### config.mk
export PLATFORM = sky130hd
export DESIGN_NAME = multicycle_sequencer_flat
export DESIGN_NICKNAME = d
export VERILOG_FILES = /design/src/rtl/seq_pkg.sv /design/src/rtl/multicycle_sequencer_if.sv /design/src/rtl/instr_classifier.sv /design/src/rtl/multicycle_sequencer.sv /design/src/flat_wrapper.sv
export SDC_FILE = /design/constraint.sdc
export NUM_CORES = 1
export LEC_CHECK = 0
export ABC_CLOCK_PERIOD_IN_PS = 2350
export CAP_MARGIN = 20
export CORE_UTILIZATION = 38
export CTS_BUF_LIST = sky130_fd_sc_hd__clkbuf_8 sky130_fd_sc_hd__clkbuf_16
export CTS_CLUSTER_DIAMETER = 80
export DETAILED_ROUTE_END_ITERATION = 8
export PLACE_DENSITY = 0.85
export SYNTH_ARGS = -nofsm -noshare
export SYNTH_HDL_FRONTEND = slang
export SYNTH_HIERARCHICAL = 1
export SYNTH_SLANG_ARGS = --single-unit
### constraint.sdc
create_clock -name clk -period 2.35 [get_ports clk]
set_input_delay 0.235 -clock clk [delete_from_list [all_inputs] [get_ports clk]]
set_output_delay 0.235 -clock clk [all_outputs]
set_load 0.1 [all_outputs]
### src/rtl/seq_pkg.sv
// Shared state/class encodings, opcode and funct values, and PC source selects
// for the multicycle sequencer.
package seq_pkg;

  typedef enum logic [2:0] {
    FETCH     = 3'd0,
    DECODE    = 3'd1,
    EXECUTE   = 3'd2,
    MEMORY    = 3'd3,
    WRITEBACK = 3'd4,
    TRAP      = 3'd5
  } state_t;

  typedef enum logic [2:0] {
    ALU_R,
    ALU_I,
    LOAD,
    STORE,
    BRANCH,
    JUMP,
    JUMP_REG
  } instr_class_t;

  localparam logic [5:0] OP_RTYPE = 6'b000000;
  localparam logic [5:0] OP_J     = 6'b000010;
  localparam logic [5:0] OP_JAL   = 6'b000011;
  localparam logic [5:0] OP_BEQ   = 6'b000100;
  localparam logic [5:0] OP_BNE   = 6'b000101;
  localparam logic [5:0] OP_BLEZ  = 6'b000110;
  localparam logic [5:0] OP_BGTZ  = 6'b000111;
  localparam logic [5:0] OP_ADDI  = 6'b001000;
  localparam logic [5:0] OP_LUI   = 6'b001111;
  localparam logic [5:0] OP_LB    = 6'b100000;
  localparam logic [5:0] OP_LW    = 6'b100011;
  localparam logic [5:0] OP_SB    = 6'b101000;
  localparam logic [5:0] OP_SW    = 6'b101011;

  localparam logic [5:0] FN_JR    = 6'b001000;
  localparam logic [5:0] FN_JALR  = 6'b001001;

  localparam logic [1:0] PC_SRC_SEQ    = 2'b00;
  localparam logic [1:0] PC_SRC_BRANCH = 2'b01;
  localparam logic [1:0] PC_SRC_JUMP   = 2'b10;
  localparam logic [1:0] PC_SRC_REG    = 2'b11;

endpackage

### src/rtl/multicycle_sequencer_if.sv
// RAM handshake between the sequencer (master) and the shared single-port RAM (slave).
interface multicycle_sequencer_if;
  logic ram_ready;
  logic ram_read_enable;
  logic ram_write_enable;
  logic mem_addr_sel;

  modport master (
    input  ram_ready,
    output ram_read_enable,
    output ram_write_enable,
    output mem_addr_sel
  );

  modport slave (
    output ram_ready,
    input  ram_read_enable,
    input  ram_write_enable,
    input  mem_addr_sel
  );
endinterface

### src/rtl/instr_classifier.sv
// Combinational opcode/funct decode into an instruction class, a link flag
// (JAL/JALR) and an illegal-opcode flag.
module instr_classifier
  import seq_pkg::*;
(
  input  logic [5:0]   opcode,
  input  logic [5:0]   funct,
  output instr_class_t instr_class,
  output logic         link,
  output logic         illegal
);

  always_comb begin
    instr_class = ALU_R;
    link        = 1'b0;
    illegal     = 1'b0;
    case (opcode)
      OP_RTYPE: begin
        if (funct == FN_JR) begin
          instr_class = JUMP_REG;
        end else if (funct == FN_JALR) begin
          instr_class = JUMP_REG;
          link        = 1'b1;
        end
      end
      OP_J:   instr_class = JUMP;
      OP_JAL: begin
        instr_class = JUMP;
        link        = 1'b1;
      end
      OP_BEQ, OP_BNE, OP_BLEZ, OP_BGTZ: instr_class = BRANCH;
      OP_LB, OP_LW:                     instr_class = LOAD;
      OP_SB, OP_SW:                     instr_class = STORE;
      default: begin
        if (opcode >= OP_ADDI && opcode <= OP_LUI) instr_class = ALU_I;
        else                                       illegal     = 1'b1;
      end
    endcase
  end

endmodule

### src/rtl/multicycle_sequencer.sv
// Multi-cycle FETCH/DECODE/EXECUTE/MEMORY/WRITEBACK control sequencer.
// Define SEQ_PERF_COUNTERS_EN to add cycle_count/instr_count outputs.
module multicycle_sequencer
  import seq_pkg::*;
(
  input  logic                   clk,
  input  logic                   reset,
  input  logic                   run,
  input  logic [31:0]            instruction,
  input  logic                   branch_taken,
  multicycle_sequencer_if.master ram,
  output logic [2:0]             state,
  output logic                   ir_write,
  output logic                   pc_write,
  output logic [1:0]             pc_src,
  output logic                   alu_src,
  output logic                   reg_write_enable,
  output logic                   mem_to_reg,
  output logic                   link,
  output logic                   retired,
  output logic                   trap
`ifdef SEQ_PERF_COUNTERS_EN
  ,
  output logic [31:0]            cycle_count,
  output logic [31:0]            instr_count
`endif
);

  state_t       state_q;
  state_t       state_d;
  instr_class_t cls_q;
  instr_class_t cls_dec;
  logic         link_q;
  logic         link_dec;
  logic         illegal_dec;
  logic         fetch_pending_q;
  logic         store_retire_q;
  logic         fetch_active;
  logic         unused_instr_bits;

  assign unused_instr_bits = ^instruction[25:6];

  instr_classifier u_classifier (
    .opcode      (instruction[31:26]),
    .funct       (instruction[5:0]),
    .instr_class (cls_dec),
    .link        (link_dec),
    .illegal     (illegal_dec)
  );

  // A started fetch keeps its read asserted even if run drops while RAM stalls.
  assign fetch_active = (state_q == FETCH) && reset && (run || fetch_pending_q);

  always_ff @(posedge clk or negedge reset) begin
    if (!reset) begin
      state_q         <= FETCH;
      cls_q           <= ALU_R;
      link_q          <= 1'b0;
      fetch_pending_q <= 1'b0;
      store_retire_q  <= 1'b0;
    end else begin
      state_q         <= state_d;
      fetch_pending_q <= fetch_active && !ram.ram_ready;
      store_retire_q  <= (state_q == MEMORY) && (cls_q == STORE) && ram.ram_ready;
      if (state_q == DECODE) begin
        cls_q  <= cls_dec;
        link_q <= link_dec;
      end
    end
  end

  always_comb begin
    state_d = state_q;
    case (state_q)
      FETCH:     if (fetch_active && ram.ram_ready) state_d = DECODE;
      DECODE:    state_d = illegal_dec ? TRAP : EXECUTE;
      EXECUTE: begin
        case (cls_q)
          ALU_R, ALU_I: state_d = WRITEBACK;
          LOAD, STORE:  state_d = MEMORY;
          default:      state_d = FETCH;
        endcase
      end
      MEMORY: begin
        if (ram.ram_ready) state_d = (cls_q == LOAD) ? WRITEBACK : FETCH;
      end
      WRITEBACK: state_d = FETCH;
      TRAP:      state_d = TRAP;
      default:   state_d = FETCH;
    endcase
  end

  // A store retires the cycle after its write completes, never alongside the write strobe.
  always_comb begin
    ram.ram_read_enable  = 1'b0;
    ram.ram_write_enable = 1'b0;
    ram.mem_addr_sel     = 1'b0;
    ir_write             = 1'b0;
    pc_write             = 1'b0;
    pc_src               = PC_SRC_SEQ;
    alu_src              = 1'b0;
    reg_write_enable     = 1'b0;
    mem_to_reg           = 1'b0;
    link                 = 1'b0;
    retired              = store_retire_q;
    trap                 = 1'b0;
    case (state_q)
      FETCH: begin
        ram.ram_read_enable = fetch_active;
        ir_write            = fetch_active && ram.ram_ready;
        pc_write            = fetch_active && ram.ram_ready;
      end
      EXECUTE: begin
        case (cls_q)
          ALU_I, LOAD, STORE: alu_src = 1'b1;
          BRANCH: begin
            pc_write = branch_taken;
            pc_src   = PC_SRC_BRANCH;
            retired  = 1'b1;
          end
          JUMP: begin
            pc_write         = 1'b1;
            pc_src           = PC_SRC_JUMP;
            retired          = 1'b1;
            reg_write_enable = link_q;
            link             = link_q;
          end
          JUMP_REG: begin
            pc_write         = 1'b1;
            pc_src           = PC_SRC_REG;
            retired          = 1'b1;
            reg_write_enable = link_q;
            link             = link_q;
          end
          default: ;
        endcase
      end
      MEMORY: begin
        ram.mem_addr_sel     = 1'b1;
        ram.ram_read_enable  = (cls_q == LOAD);
        ram.ram_write_enable = (cls_q == STORE);
      end
      WRITEBACK: begin
        reg_write_enable = 1'b1;
        mem_to_reg       = (cls_q == LOAD);
        retired          = 1'b1;
      end
      TRAP:    trap = 1'b1;
      default: ;
    endcase
  end

  assign state = state_q;

`ifdef SEQ_PERF_COUNTERS_EN
  always_ff @(posedge clk or negedge reset) begin
    if (!reset) begin
      cycle_count <= 32'd0;
      instr_count <= 32'd0;
    end else begin
      if (state_q != TRAP && (run || state_q != FETCH)) cycle_count <= cycle_count + 32'd1;
      if (retired) instr_count <= instr_count + 32'd1;
    end
  end
`endif

endmodule

### src/flat_wrapper.sv
// flat-port wrapper written by rule: the top's interface ports become plain ports
module multicycle_sequencer_flat import seq_pkg::*;
  (clk, reset, run, instruction, branch_taken, state, ir_write, pc_write, pc_src, alu_src, reg_write_enable, mem_to_reg, link, retired, trap, ram_ram_ready, ram_ram_read_enable, ram_ram_write_enable, ram_mem_addr_sel);
  multicycle_sequencer_if ram_i ();
  input  logic clk;
  input  logic reset;
  input  logic run;
  input  logic [31:0] instruction;
  input  logic branch_taken;
  output logic [2:0] state;
  output logic ir_write;
  output logic pc_write;
  output logic [1:0] pc_src;
  output logic alu_src;
  output logic reg_write_enable;
  output logic mem_to_reg;
  output logic link;
  output logic retired;
  output logic trap;
  input wire logic [$bits(ram_i.ram_ready)-1:0] ram_ram_ready;
  output wire logic [$bits(ram_i.ram_read_enable)-1:0] ram_ram_read_enable;
  output wire logic [$bits(ram_i.ram_write_enable)-1:0] ram_ram_write_enable;
  output wire logic [$bits(ram_i.mem_addr_sel)-1:0] ram_mem_addr_sel;
  assign ram_i.ram_ready = ram_ram_ready;
  assign ram_ram_read_enable = ram_i.ram_read_enable;
  assign ram_ram_write_enable = ram_i.ram_write_enable;
  assign ram_mem_addr_sel = ram_i.mem_addr_sel;
  multicycle_sequencer u_core (.clk(clk), .reset(reset), .run(run), .instruction(instruction), .branch_taken(branch_taken), .ram(ram_i), .state(state), .ir_write(ir_write), .pc_write(pc_write), .pc_src(pc_src), .alu_src(alu_src), .reg_write_enable(reg_write_enable), .mem_to_reg(mem_to_reg), .link(link), .retired(retired), .trap(trap));
endmodule
# ---- Word-level counts from Yosys, hierarchy flattened
# Cells that the tools add are included.
dict set report op_classes {
  n_lt_le_gt_ge 2
  eq_ne 25
  mux 32
  n_reduce_logical 23
}
# op count
set op_table {}
lappend op_table {{$pmux W3 S5} 2}
lappend op_table {{$eq A6 B3 Y1 const B} 4}
lappend op_table {{$eq A6 B6 Y1 const B} 4}
lappend op_table {{$mux W3} 6}
lappend op_table {{$eq A3 B3 Y1 const B} 5}
lappend op_table {{$mux W1} 15}
lappend op_table {{$eq A3 B2 Y1 const B} 4}
lappend op_table {{$eq A6 B2 Y1 const B} 2}
lappend op_table {{$eq A6 B4 Y1 const B} 2}
lappend op_table {{$pmux W1 S2} 6}
lappend op_table {{$reduce_or A2 Y1} 6}
lappend op_table {{$reduce_or A11 Y1} 1}
lappend op_table {{$logic_and A1 B1 Y1} 7}
lappend op_table {{$eq A3 B1 Y1 const B} 2}
lappend op_table {{$ge A6 B4 Y1 const B} 1}
lappend op_table {{$le A6 B4 Y1 const B} 1}
lappend op_table {{$logic_not A3 Y1} 2}
lappend op_table {{$logic_not A6 Y1} 1}
lappend op_table {{$pmux W2 S3} 1}
lappend op_table {{$pmux W3 S2} 1}
lappend op_table {{$reduce_or A3 Y1} 2}
lappend op_table {{$ne A2 B2 Y1 const B} 2}
lappend op_table {{$reduce_or A4 Y1} 1}
lappend op_table {{$mux W2} 1}
lappend op_table {{other kinds (3)} 3}
dict set report totals {
  ff_bits 9
}

# ---- Longest topological paths before layout
dict set report depth {
  depth_word 6
  mapped_depth 7
  ltp_nobuf 7
}

# ---- Cells and area by module
# Netlist, hierarchy kept.
# module instances cells_per_inst area_per_inst_um2
set modules_own_cells {}
lappend modules_own_cells {multicycle_sequencer 1 69 629.4}
lappend modules_own_cells {instr_classifier 1 22 147.6}

# ---- Worst setup path after synthesis
# No wires, ideal clock.
dict set report synth_path {
  path_type {flip-flop to output port}
  startpoint {register u_core.state_q[1] (netlist: u_core/state[1])}
  endpoint {output alu_src}
  t_arrival_ps 4172
  required_time_ps 2115
  setup_slack_ps -2057
  path_stages_with_launch 4
  path_buffers 1
  cell_sequence {dfrtp_1 -> buf_2 -> nand2_1 -> nor4_1}
}
dict set report synth_between {
  elab_chain_len 2
}
# element line_no
set synth_lines {}
lappend synth_lines {{from (decl)} multicycle_sequencer.sv:29} ;# state_t state_q;
lappend synth_lines {{from (signal assigned)} multicycle_sequencer.sv:62} ;# state_q <= state_d;
lappend synth_lines {{$eq A3 B2 Y1} multicycle_sequencer.sv:107} ;# case (state_q)
lappend synth_lines {{$mux W1} multicycle_sequencer.sv:107}
lappend synth_lines {{to (decl)} flat_wrapper.sv:14} ;# output logic alu_src;
# No other way between the ends.

# ---- Final worst setup path
dict set report layout_path {
  startpoint {register u_core.state_q[2] (netlist: u_core/state[2])}
  endpoint {output retired}
}
dict set report layout_between {
  elab_chain_len 2
  elab_cells_between_ends 3
}
# element line_no
set layout_lines {}
lappend layout_lines {{$eq A3 B3 Y1 or $eq A3 B2 Y1 (tied branches)} multicycle_sequencer.sv:107}
lappend layout_lines {{$pmux W1 S2 *} multicycle_sequencer.sv:107}
lappend layout_lines {{to (decl)} flat_wrapper.sv:18} ;# output logic retired;
# Mark *: on every way between the ends. The rest lies on a longest branch, timed or not.

==> results.md <==
* Pre-Repair DR Iteration Count at 4
* Final Hold Vio Count at 0
* Pins Over Slew Limit at 0
* #FFs+latches synth at 9
* Longest Clk Path Bufs at 2
* Crit-path max cell delay at 0.56 ns
* Core Box Area at 0.00182 mm²
* Least-Margin Pin Slew at 0.446 ns
* Fin nets at 161
* Buf+Inv Stages, Crit Path at 1
* # diodes at 0
* RSZ-0062 raised after global routing: no
* Post-CTS sizing at 0
* Layout cells sized above 1 at 32.5%
* Switch share at 54.2%
* Status: completed
* Count leader, synth: nor2_1
* GRT overflow at 0
* Die W at 47.2 µm
* GRT Total Usage at 24.1%
* Top FF cell, synth: dfrtp_1
* CTS H-tree lvls at 1
* Clock share of power at 14.0%
* Count of cell types in the netlist at 41
* Clock Pin Slew Worst Setup and Hold Paths at 0.05 ns
* Sequential share of power at 25.7%
* Critical path class: reg -> out
* Worst Setup End Kind: output pin
* Area grow syn2layout at 69.9%
* Cells after Synth at 91
* DR DRC count at 0
* Hpwl dp at 1.79 mm
* Non-Filler Instances at 148
* Clk_lat worst skew at 0.24 ns
* Worst Hold Class: in -> async
* Critical Path RT at 2.12 ns
* # Post-CTS Setup Buffers at 0
* Max cap viols at 0
* Vias in the first global route at 761
* EDFF count, synth at 0
* DR WL/cell at 15.4 µm
* Post-synthesis cell area at 777 µm²
* GPL Wtd Cong at 0.821
* Initial antenna violation count at 0
* Crit-path cells: nand4bb_1 -> a21oi_1 -> a211o_1 -> buf_12
* Top cell type's share of synthesized area at 29.0%
* Clock Sinks at 9
* WL final at 2.29 mm
* Final Setup Violations at 0
* Leakage Power at 0.535 nW
* Row cnt at 15
* Avg Cell Area, Syn at 8.54 µm²
* Period minus WS final at 2.05 ns
* Critical-path maximum fanout at 14
* CTS tree: done
* Global-route wire length before repair at 3.51 mm
* Final Power at 1.33 mW
* Startpoint types: flip-flop
* Hold slack at 0.357 ns
* Ys async rst share at 100%
* Antenna Nets Post-Route at 0
* Port bufs at 32
* Worst vdd ir at 0.671 mV
* Util after Layout at 72.5%
* Synth area leader: dfrtp_1
* Fraction of the cycle the final worst path needs at 87.1%
* Setup TNS Final at 0 ns
* P_int at 0.609 mW
* Fmax at 488 MHz
* Cts hold-fix bufs at 0
* Crit path DAT at 1.81 ns
* Combinational share of power at 60.4%
* CTS buffer count at 3
* Slew margin rel. at 70.0%
* 1st-iter DRT viols at 17
* Synthesized Nets at 128
* Vias after detailed routing at 786
* Initial core utilization at 42.7%
* Commonest cells post-synth: nor2_1, dfrtp_1, nand2_1
* Main area contributors after synthesis: dfrtp_1, nor2_1, mux2_1, a21oi_1, nand2_1
* Final setup skew at 0.000729 ns
* Sw power at 0.721 mW
* Die Y-Extent at 47.2 µm
* Inst Count DP at 144
* Yosys warning count at 6
* Pwr dens at 1010 mW/mm²
* Top delay family on crit path: flip-flops
* Vias per cell at 5.31
* Seq/Total Area, Yosys at 29.0%
* Total die area at 0.00223 mm²
* Largest net degree at the start of global routing at 15
* Num ports at 53
* CTS root buffer: clkbuf_8
* Worst path slowest cell: dfrtp_4
-- kinds of logic after synthesis --
family	synth area share [%]
AO/OA/AOI/OAI	17.7
XOR/XNOR	1.13
buffers and inverters	4.99
flip-flops	29.0
multiplexers	8.53
AND/OR/NAND/NOR	38.6
-- metal layers --
layer	wire length [µm]	GRT usage (%)	vias up
met1	990	27.2	368
met4	48	12.0	0
met3	76	7.31	5
met2	1170	40.8	18
li1	-	-	395
met5	0	0	-
-- worst paths after layout --
kind | end | slack (ns) | startpoint | cells after the start
max | retired | 0.30 | u_core/state[2] | 4
min reg2reg | u_core/link_q | 0.51 | u_core/link_q | 1
max reg2reg | u_core/state[0] | 0.81 | u_core/state[0] | 4
min | u_core/cls_q[0] | 0.36 | reset | 2
max in group asynchronous | u_core/state[1] | 1.83 | reset | 2
min in group clk | u_core/link_q | 0.51 | u_core/link_q | 1
-- power by group through the flow --
stage               Combinational (mW)  Clock (mW)  Sequential (mW)
finish                           0.802       0.186            0.341
global route                     0.838       0.197            0.353
CTS                              0.806       0.190            0.339
detailed placement               0.804           0            0.341
global placement                 0.788           0            0.330
floorplan                        0.552           0            0.372
-- cell type report --
cell class | count | area (µm²)
sequential | 9 | 236
fill | 131 | 500
timing repair buffer | 33 | 425
tap | 25 | 31.3
clock inverter | 1 | 3.75
clock buffer | 3 | 41.3
multi-input combinational | 75 | 571
inverter | 2 | 11.3
-- per-stage QoR --
stage          setup WS (ns)  instance area [µm²]
2_1_floorplan         -0.228                  850
3_3_place_gp           0.421                 1270
3_5_place_dp           0.397                 1270
4_1_cts                0.292                 1320
5_1_grt                0.242                 1320
6_report               0.302                 1320
-- flip-flops by register name, indices dropped and copies added (netlist names) --
signal                  count
u_core/cls_q                3
u_core/state                3
u_core/store_retire_q       1
u_core/fetch_pending_q      1
u_core/link_q               1
-- layout by cell type, fill, tap and decap left out, types with 2 or more instances in the layout --
master,netlist,routed
a21o_4,0,2
a21oi_1,5,5
and2b_1,2,2
buf_12,0,11
buf_4,0,6
clkbuf_8,0,3
clkdlybuf4s50_1,0,16
dfrtp_1,9,6
dfrtp_4,0,3
inv_1,2,2
mux2_1,4,4
nand2_1,6,5
nand2b_1,3,3
nand3b_1,2,2
nor2_1,14,11
nor2_2,1,3
nor2b_1,3,3
nor4_4,1,2
o21ai_0,4,4
o21bai_1,2,2
or3_1,2,2
Power figures use the tool's default switching activity.
==> patch: new RTL, same settings <==
Encoding of `instr_class_t`: now one-hot (7 bits for 7 values).
--- a/src/rtl/seq_pkg.sv
+++ b/src/rtl/seq_pkg.sv
@@ -12,12 +12,12 @@
   } state_t;
 
-  typedef enum logic [2:0] {
-    ALU_R,
-    ALU_I,
-    LOAD,
-    STORE,
-    BRANCH,
-    JUMP,
-    JUMP_REG
+  typedef enum logic [6:0] {
+    ALU_R    = 7'b0000001,
+    ALU_I    = 7'b0000010,
+    LOAD     = 7'b0000100,
+    STORE    = 7'b0001000,
+    BRANCH   = 7'b0010000,
+    JUMP     = 7'b0100000,
+    JUMP_REG = 7'b1000000
   } instr_class_t;
 
Check against the original RTL: same outputs for any inputs over 10 cycles, from zero or initial values and one cycle with reset low; not proved beyond that.
==> patch against the unedited design <==
  * Routed wire length rose by 4.4%
  * Worst setup slack got worse by 0.090 ns
  * Sequential cell count increased by 4
  * Count of clock-buffer cells in the layout is the same
  * Synthesized area is 22% higher
  * Final area up 18%
  * Die area is 21% higher
  * Power is 14% higher
  * Critical path depth is 1 higher
  * Register-to-register slack got worse by 0.09 ns
  * Maximum frequency shrank 4.2%
  * Critical path type unchanged
  * Highest routed layer unchanged
==> patch: results (changes against the unedited design) <==
| Metric | Value |
|---|---|
| Run status | finished, final reports clean |
| Vias in the first global route | 872 (+15%) |
| Setup WS pre-CTS | 0.462 ns (+0.0652 ns) |
| First-pass GRT wire length | 3.82 mm (+8.8%) |
| Register Area | 335 sq um (+42%) |
| Final Hold Viols | 0 (unchanged) |
| CP delay by family, top | simple AND/OR/NAND/NOR gates |
| Post-CTS Setup Inserts | 0 (unchanged) |
| Clock Skew | 0.00115 ns (+0.000425 ns) |
| Syn Nets | 144 (+13%) |
| Final WL | 2.39 mm (+4.4%) |
| Min cycle time layout | 2.14 ns (+0.0896 ns) |
| Netlist cell types | 36 (-12%) |
| R2r setup slk | 0.72 ns (-0.09 ns) |
| H-Tree Depth | 1 (unchanged) |
| Warnings from Yosys | 6 (unchanged) |
| Largest net degree at the start of global routing | 14 (-1) |
| Vias | 920 (+17%) |
| Hpwl dp | 1.92 mm (+7.5%) |
| Port buffer count | 32 (unchanged) |
| Sequential area share after synthesis | 34.3% (+5.4 points) |
| CP max stage cell | dfrtp_1 |
| P_leak | 0.646 nW (+21%) |
| Layout cell share with drive strength beyond 1 | 38.3% (+5.8 points) |
| Fin Hold WS | 0.316 ns (-0.0417 ns) |
| Worst-skew pair later-pin latency | 0.25 ns |
| Placer congestion estimate | 0.796 (-3.0%) |
| Synth Instances | 107 (+18%) |
| Largest cells by area after synthesis | dfrtp_1 (32%), mux2_2 (9.5%), nor2_1 (5.1%) |
| Sw power | 796 uW (+10%) |
| Wire length per cell | 14.1 um (-8.6%) |
| Max reg flops | 7 |
| Starting DRT DRC Count | 18 (+1) |
| Highest metal layer with signal wires | met4 |
| Crit path largest cell delay | 0.49 ns (-0.07 ns) |
| First-pass DRT Iterations | 4 (unchanged) |
| GR Util All Layers | 20.4% (-3.6 points) |
| WL met2 | 1.29 mm (+9.7%) |
| M1 wire length | 884 um (-11%) |
| Placed insts | 165 (+15%) |
| Arr. time, crit path | 1.90 ns (+0.09 ns) |
| Post-synth top cells | nor2_1 (13), dfrtp_1 (12), o21ai_0 (9) |
| Ys async rst share | 100% (unchanged) |
| Post-cts sizing count | 0 (unchanged) |
| Final #Nets | 179 (+11%) |
| Worst VDD drop | 0.000886 V (+32%) |
| Critical Path Fanout Max | 7 (-7) |
| Met3 wire length | 152 um (+100%) |
| Clk pin slew, worst setup/hold paths | 0.06 ns |
| DP Area | 0.00152 sq mm (+19%) |
| HP Class | primary input to asynchronous set/reset pin |
| FILL cells | 165 (+26%) |
| Max-slew headroom | 64.8% (-5.2 points) |
## patch: area by class of cell
cell class / instances / share of cell area, %
clock buffer: 3 / 2.65
clock inverter: 1 / 0.241
inverter: 5 / 1.20
multi-input combinational: 86 / 44.9
sequential: 13 / 21.5
tap: 28 / 2.25
timing repair buffer: 33 / 27.3
## patch: worst reg2reg max path, stage by stage (launching register included)
cell	delay, ns
dfrtp_4	0.50
nand2b_1	0.25
nor2_2	0.36
mux2_2	0.39
## patch: metal layers
layer / GRT usage [%] / vias up
li1: - / 449
met1: 20.0 / 429
met2: 36.8 / 35
met3: 6.73 / 7
met4: 12.2 / 0
met5: 0 / -
## patch: cell families after synthesis
kind of cell           Yosys count  synth area share (%)
AND/OR/NAND/NOR                 54                  34.6
AO/OA/AOI/OAI                   19                  12.2
flip-flops                      13                  34.3
multiplexers                     8                  9.47
buffers and inverters            8                  4.74
XOR/XNOR                         5                  4.61
## patch: power by group through the flow
| stage | clock [mW] | sequential [mW] | combinational (mW) |
|---|---|---|---|
| 2_1_floorplan | 0 | 0.492 | 0.602 |
| 3_3_place_gp | 0 | 0.396 | 0.888 |
| 3_5_place_dp | 0 | 0.398 | 0.912 |
| 4_1_cts | 0.209 | 0.397 | 0.917 |
| 5_1_grt | 0.216 | 0.409 | 0.963 |
| 6_report | 0.204 | 0.397 | 0.914 |
## patch: final timing paths
kind	start	end	cells after the start
min in group clk	u_core/link_q	u_core/link_q	1
worst max register to register	u_core/state[1]	u_core/cls_q[4]	3
worst min-delay path	reset	u_core/state[1]	2
worst max-delay path	u_core/cls_q[4]	ram_ram_read_enable	5
worst min register to register	u_core/link_q	u_core/link_q	1
max in group asynchronous	reset	u_core/cls_q[0]	2
